`src/rtl/operand_fetch.sv`:
```
`timescale 1ns/1ps
`default_nettype none
// ============================================================================
// Module   : operand_fetch
// Purpose  : RV64I OP/OP-IMM decode and register-file read feeding the ALU,
//            with a single registered output bundle and the writeback port.
// Revision : 1.0 - initial release
// ============================================================================
module operand_fetch #(
    parameter int XLEN  = 64,
    parameter int NREGS = 32
) (
    input  logic            clk,
    input  logic            rst_n,
    input  logic            in_valid,
    output logic            in_ready,
    input  logic [31:0]     instr,
    input  logic            flush,
    input  logic            wb_en,
    input  logic [4:0]      wb_rd,
    input  logic [XLEN-1:0] wb_data,
    output logic            out_valid,
    input  logic            out_ready,
    output logic [XLEN-1:0] rs1,
    output logic [XLEN-1:0] rs2,
    output logic [2:0]      func3,
    output logic [6:0]      func7,
    output logic [4:0]      rd,
    output logic            illegal
);

    localparam logic [6:0] c_OPC_OP     = 7'h33;
    localparam logic [6:0] c_OPC_OP_IMM = 7'h13;
    localparam logic [6:0] c_F7_ZERO    = 7'h00;
    localparam logic [6:0] c_F7_ALT     = 7'h20;
    localparam logic [5:0] c_SH_ARITH   = 6'h10;
    localparam logic [2:0] c_F3_ADDSUB  = 3'd0;
    localparam logic [2:0] c_F3_SLL     = 3'd1;
    localparam logic [2:0] c_F3_SR      = 3'd5;

    // ------------------------------------------------------------------
    // Register file (entry 0 exists but is never written)
    // ------------------------------------------------------------------
    logic [XLEN-1:0] r_regs_q [NREGS];
    logic            w_wr_en;

    assign w_wr_en = wb_en && (wb_rd != 5'd0);

    always_ff @(posedge clk or negedge rst_n) begin
        if (!rst_n) begin
            for (int i = 0; i < NREGS; i++) begin
                r_regs_q[i] <= '0;
            end
        end else if (w_wr_en) begin
            r_regs_q[wb_rd] <= wb_data;
        end
    end

    // Same-cycle writeback is forwarded so a dependent instruction sees it.
    logic [4:0]      w_rs1_idx;
    logic [4:0]      w_rs2_idx;
    logic [XLEN-1:0] w_rs1_val;
    logic [XLEN-1:0] w_rs2_val;

    assign w_rs1_idx = instr[19:15];
    assign w_rs2_idx = instr[24:20];

    assign w_rs1_val = (w_wr_en && (wb_rd == w_rs1_idx)) ? wb_data :
                       (w_rs1_idx == 5'd0)               ? '0      :
                                                           r_regs_q[w_rs1_idx];
    assign w_rs2_val = (w_wr_en && (wb_rd == w_rs2_idx)) ? wb_data :
                       (w_rs2_idx == 5'd0)               ? '0      :
                                                           r_regs_q[w_rs2_idx];

    // ------------------------------------------------------------------
    // Decode
    // ------------------------------------------------------------------
    logic [6:0]      w_opcode;
    logic [2:0]      w_f3;
    logic [6:0]      w_f7_raw;
    logic [5:0]      w_sh_hi;
    logic            w_dec_legal;
    logic [XLEN-1:0] w_dec_rs2;
    logic [6:0]      w_dec_f7;
    logic [XLEN-1:0] w_bnd_rs1;
    logic [XLEN-1:0] w_bnd_rs2;
    logic [2:0]      w_bnd_f3;
    logic [6:0]      w_bnd_f7;
    logic [4:0]      w_bnd_rd;
    logic            w_bnd_ill;

    assign w_opcode = instr[6:0];
    assign w_f3     = instr[14:12];
    assign w_f7_raw = instr[31:25];
    assign w_sh_hi  = instr[31:26];

    always_comb begin
        w_dec_legal = 1'b0;
        w_dec_rs2   = '0;
        w_dec_f7    = c_F7_ZERO;
        case (w_opcode)
            c_OPC_OP: begin
                w_dec_rs2   = w_rs2_val;
                w_dec_f7    = w_f7_raw;
                w_dec_legal = (w_f7_raw == c_F7_ZERO) ||
                              ((w_f7_raw == c_F7_ALT) &&
                               ((w_f3 == c_F3_ADDSUB) || (w_f3 == c_F3_SR)));
            end
            c_OPC_OP_IMM: begin
                if ((w_f3 == c_F3_SLL) || (w_f3 == c_F3_SR)) begin
                    // RV64 shifts carry a 6-bit shamt; bit 25 is not part of func7.
                    w_dec_rs2   = {{(XLEN-6){1'b0}}, instr[25:20]};
                    w_dec_f7    = {w_sh_hi, 1'b0};
                    w_dec_legal = (w_sh_hi == 6'h00) ||
                                  ((w_sh_hi == c_SH_ARITH) && (w_f3 == c_F3_SR));
                end else begin
                    w_dec_rs2   = {{(XLEN-12){instr[31]}}, instr[31:20]};
                    w_dec_f7    = c_F7_ZERO;
                    w_dec_legal = 1'b1;
                end
            end
            default: begin
                w_dec_legal = 1'b0;
            end
        endcase
    end

    always_comb begin
        w_bnd_rs1 = '0;
        w_bnd_rs2 = '0;
        w_bnd_f3  = '0;
        w_bnd_f7  = '0;
        w_bnd_rd  = '0;
        w_bnd_ill = 1'b1;
        if (w_dec_legal) begin
            w_bnd_rs1 = w_rs1_val;
            w_bnd_rs2 = w_dec_rs2;
            w_bnd_f3  = w_f3;
            w_bnd_f7  = w_dec_f7;
            w_bnd_rd  = instr[11:7];
            w_bnd_ill = 1'b0;
        end
    end

    // ------------------------------------------------------------------
    // Handshake and output bundle register
    // ------------------------------------------------------------------
    logic            r_valid_q;
    logic [XLEN-1:0] r_rs1_q;
    logic [XLEN-1:0] r_rs2_q;
    logic [2:0]      r_f3_q;
    logic [6:0]      r_f7_q;
    logic [4:0]      r_rd_q;
    logic            r_ill_q;

    logic            w_valid_d;
    logic [XLEN-1:0] w_rs1_d;
    logic [XLEN-1:0] w_rs2_d;
    logic [2:0]      w_f3_d;
    logic [6:0]      w_f7_d;
    logic [4:0]      w_rd_d;
    logic            w_ill_d;
    logic            w_load;

    assign in_ready = !r_valid_q || out_ready;
    // Flush outranks a same-cycle accept.
    assign w_load   = in_valid && in_ready && !flush;

    always_comb begin
        w_valid_d = r_valid_q;
        w_rs1_d   = r_rs1_q;
        w_rs2_d   = r_rs2_q;
        w_f3_d    = r_f3_q;
        w_f7_d    = r_f7_q;
        w_rd_d    = r_rd_q;
        w_ill_d   = r_ill_q;
        if (flush) begin
            w_valid_d = 1'b0;
        end else if (w_load) begin
            w_valid_d = 1'b1;
        end else if (out_ready) begin
            w_valid_d = 1'b0;
        end
        if (w_load) begin
            w_rs1_d = w_bnd_rs1;
            w_rs2_d = w_bnd_rs2;
            w_f3_d  = w_bnd_f3;
            w_f7_d  = w_bnd_f7;
            w_rd_d  = w_bnd_rd;
            w_ill_d = w_bnd_ill;
        end
    end

    always_ff @(posedge clk or negedge rst_n) begin
        if (!rst_n) begin
            r_valid_q <= 1'b0;
            r_rs1_q   <= '0;
            r_rs2_q   <= '0;
            r_f3_q    <= '0;
            r_f7_q    <= '0;
            r_rd_q    <= '0;
            r_ill_q   <= 1'b0;
        end else begin
            r_valid_q <= w_valid_d;
            r_rs1_q   <= w_rs1_d;
            r_rs2_q   <= w_rs2_d;
            r_f3_q    <= w_f3_d;
            r_f7_q    <= w_f7_d;
            r_rd_q    <= w_rd_d;
            r_ill_q   <= w_ill_d;
        end
    end

    assign out_valid = r_valid_q;
    assign rs1       = r_rs1_q;
    assign rs2       = r_rs2_q;
    assign func3     = r_f3_q;
    assign func7     = r_f7_q;
    assign rd        = r_rd_q;
    assign illegal   = r_ill_q;

endmodule
`default_nettype wire

```
`config.mk`:
```
export PLATFORM = sky130hd
export DESIGN_NAME = operand_fetch
export DESIGN_NICKNAME = d
export VERILOG_FILES = /design/src/rtl/operand_fetch.sv
export SDC_FILE = /design/constraint.sdc
export NUM_CORES = 2
export LEC_CHECK = 0
export BUFFER_PORTS_ARGS = -buffer_cell sky130_fd_sc_hd__buf_2
export CELL_PAD_IN_SITES_DETAIL_PLACEMENT = 1
export CELL_PAD_IN_SITES_GLOBAL_PLACEMENT = 1
export CORE_ASPECT_RATIO = 1.1
export CORE_MARGIN = 3
export CORE_UTILIZATION = 25
export CTS_CLUSTER_SIZE = 28
export DETAILED_ROUTE_END_ITERATION = 12
export GPL_TIMING_DRIVEN = 0
export PLACE_DENSITY_LB_ADDON = 0.1
export SLEW_MARGIN = 30
export SYNTH_ARGS = -nofsm -noshare
export SYNTH_HDL_FRONTEND = slang
export SYNTH_SLANG_ARGS = --single-unit
```
`constraint.sdc`:
```
create_clock -name clk -period 2.21 [get_ports clk]
set_input_delay 0.1105 -clock clk [delete_from_list [all_inputs] [get_ports clk]]
set_output_delay 0.1105 -clock clk [all_outputs]
set_load 0.005 [all_outputs]
```
==> flow_summary.toml <==
[cells_and_area]
final_util = 0.316
drive_gt1_frac = 0.468
final_common_cell = "dfrtp_1"
postLayoutCellArea_um2 = 143000
fillCellCount = 47334
area_growth_pct = 25.6
layout_common_cells = "dfrtp_1, mux2_2, mux2i_1"
final_cells = 15433
fin_nets = 9270

[sta]
setup-violations-final = 107
slew_violations = 0
tightest_slew_ps = 1110
clock_skew_ps = 49.2
whs_ps = -555
finalCriticalPeriod_ps = 2450
worst_slack_ps = -236
finalCritPeriodShare = 1.11
hold_viol = 172
setup-tns-final_ps = -7130
rsz0062_at_grt = "true"
slew-limit-headroom = 0.258
fmaxAchievable_mhz = 409

[die]
die_area_um2 = 464000
fp.dieW_um = 650
die_y_um = 714
start_util = 0.252
io_pins = 253
core_region_area_um2 = 453000
placementRows = 259

[synth]
synth_nets = 8307
syn_inst = 8200
synth_top_area_frac = 0.481
synth_edf_count = 0
synth_ff_type = "dfrtp_1"
synth_area_leader_cell = "dfrtp_1"
yosys_warnings = 0
synth.distinct_cells = 66
synth_area_um2 = 114000
synthArstFlopShare = 1.00
ys_ff_latch = 2193
ys_seq_area_frac = 0.481
yosys-top-cells-area = "dfrtp_1, mux2_2, mux4_2"
syn_avg_cell_area_um2 = 13.9

[place]
placed_cell_area_um2 = 129000
dp_slack_ps = -2490
port_buffers = 244
dp_hpwl_um = 513000
dp_cells = 14686
finalWeightedCongestion = 0.890

[clock_network]
clk_pin_slew_worst_paths_ps = 60
tritoncts = "yes"
cts_buffers = 284
h-tree-depth = 5
worstSkewPairLatency_ps = 1010
cts_buffer_depth = 4
cts_sinks = 2193
clockRootBuffer = "clkbuf_16"

[setup_path]
critPathRequiredTime_ps = 3070
critPathLaunchType = "primary input"
critPathMaxFanout = 10
regToRegSetupSlack_ps = -160
r2r_end = "rs1[25]"
cp-end-kind = "flip-flop"
critPathMaxStageDelay_ps = 570
worstReg2RegStart = "out_valid"
critPathArrivalTime_ps = 3300
ff2ff_path_depth = 10
path_cells = "buf_2 -> nor2b_1 -> clkbuf_2 -> buf_16 -> clkbuf_2 -> buf_12 -> buf_2 -> a22oi_1 -> nand3_1 -> a41oi_4 -> a221o_1"
criticalPathCategory = "in -> reg"
worst_path_max_delay_cell = "buf_2"

[route]
avgRoutedWirePerCell_um = 47.5
drt_iter0_drc = 9750
num_vias = 89498
first_pass_iters = 6
ant_nets = 0
via_per_inst = 5.80
post-route-drc-count = 0
routed_wl_um = 734000

[grt]
antenna_found_initial = 104
grt_pass1_wl_um = 942000
grt_pass1_vias = 91795
grtUsageTotal = 0.307
grt_max_degree = 116
gr-total-overflow = 0

[outcome]
status = "finished, violations left"
violations = "hold timing, setup timing"

[job]
drv_cap = 0

[pwr]
total_power_mw = 127
vdd_drop_max_mv = 0.615
powerDensity_nw_per_um2 = 885
p_leak_nw = 62.3

[min_path]
hold_class = "in -> async"
## kinds of logic after synthesis
| group | synth area share |
|---|---|
| DFF | 0.481 |
| muxes | 0.389 |
| AOI/OAI and AO/OA | 0.0718 |
| and+or+nand+nor | 0.0228 |
| xor gates and xnor gates | 0.000844 |
| buffers and inverters | 0.0343 |
## cells in the mapped netlist, drive strengths merged (37+ instances only)
cell,count
a21oi,122
a221o,65
a22o,50
a22oi,507
a41oi,63
buf,284
clkbuf,645
dfrtp,2193
mux2,1999
mux2i,849
mux4,595
nand2,94
nand3,207
nor2,111
o211ai,56
o21ai,55
o22ai,37
## what timing repair did
item / CTS / global route
pin swaps: 16 / 28
gates resized for setup: 391 / 113
buffers inserted: 37 / 13
hold buffers: 131 / 9
setup endpoints to repair: 145 / 376
hold endpoints to repair: 2571 / 327
gates cloned: 2 / 10
## how the worst max path moves through the flow
stage	startpoint	to	slack, ps	depth (start not counted)
4_1_cts	out_valid	rs2[40]	-190	8
5_1_grt	out_valid	rs1[25]	-160	10
6_report	instr[19]	rs1[12]	-240	11
3_5_place_dp	instr[15]	rs1[48]	-2490	11
2_1_floorplan	instr[15]	rs1[4]	30	7
3_3_place_gp	rst_n	r_regs_q[271]	-52940	1
## critical path: cells and delay by family
family,cells,cell delay [ps]
compound gates,3,790
buf+inv,6,1900
simple gates,2,400
## metal layers
layer / track usage / wire, um / up-vias
met5: 0.00379 / 330 / -
met4: 0.188 / 52600 / 14
met3: 0.0763 / 58400 / 1497
met2: 0.467 / 323000 / 4688
met1: 0.391 / 299000 / 49641
li1: - / - / 33658
## layout make-up
cell class,count,area (um2),area share
multi-input cells,5075,56800,0.396
repair buffers,684,9490,0.0662
diodes,61,153,0.00106
plain buffers,922,5450,0.0380
inverters,3,13.8,0.0000960
flip-flops and latches,2193,54900,0.383
well taps,6003,7510,0.0524
clock buffers,432,8450,0.0589
clock inverters,60,633,0.00442
## where the power goes
| part | total (mW) | internal [mW] | leakage [nW] | switching, mW |
|---|---|---|---|---|
| combinational | 26.1 | 12.9 | 29.5 | 13.1 |
| clock | 47.5 | 27.3 | 4.47 | 20.2 |
| sequential | 53.3 | 47.3 | 28.3 | 5.93 |
## registers in the layout, indices dropped and copies added, names as in the netlist
signal     cells
func3          3
func7          7
illegal        1
out_valid      1
r_regs_q    2048
rd             5
rs1           64
rs2           64
Note: power is estimated with default switching activity, not from simulation.
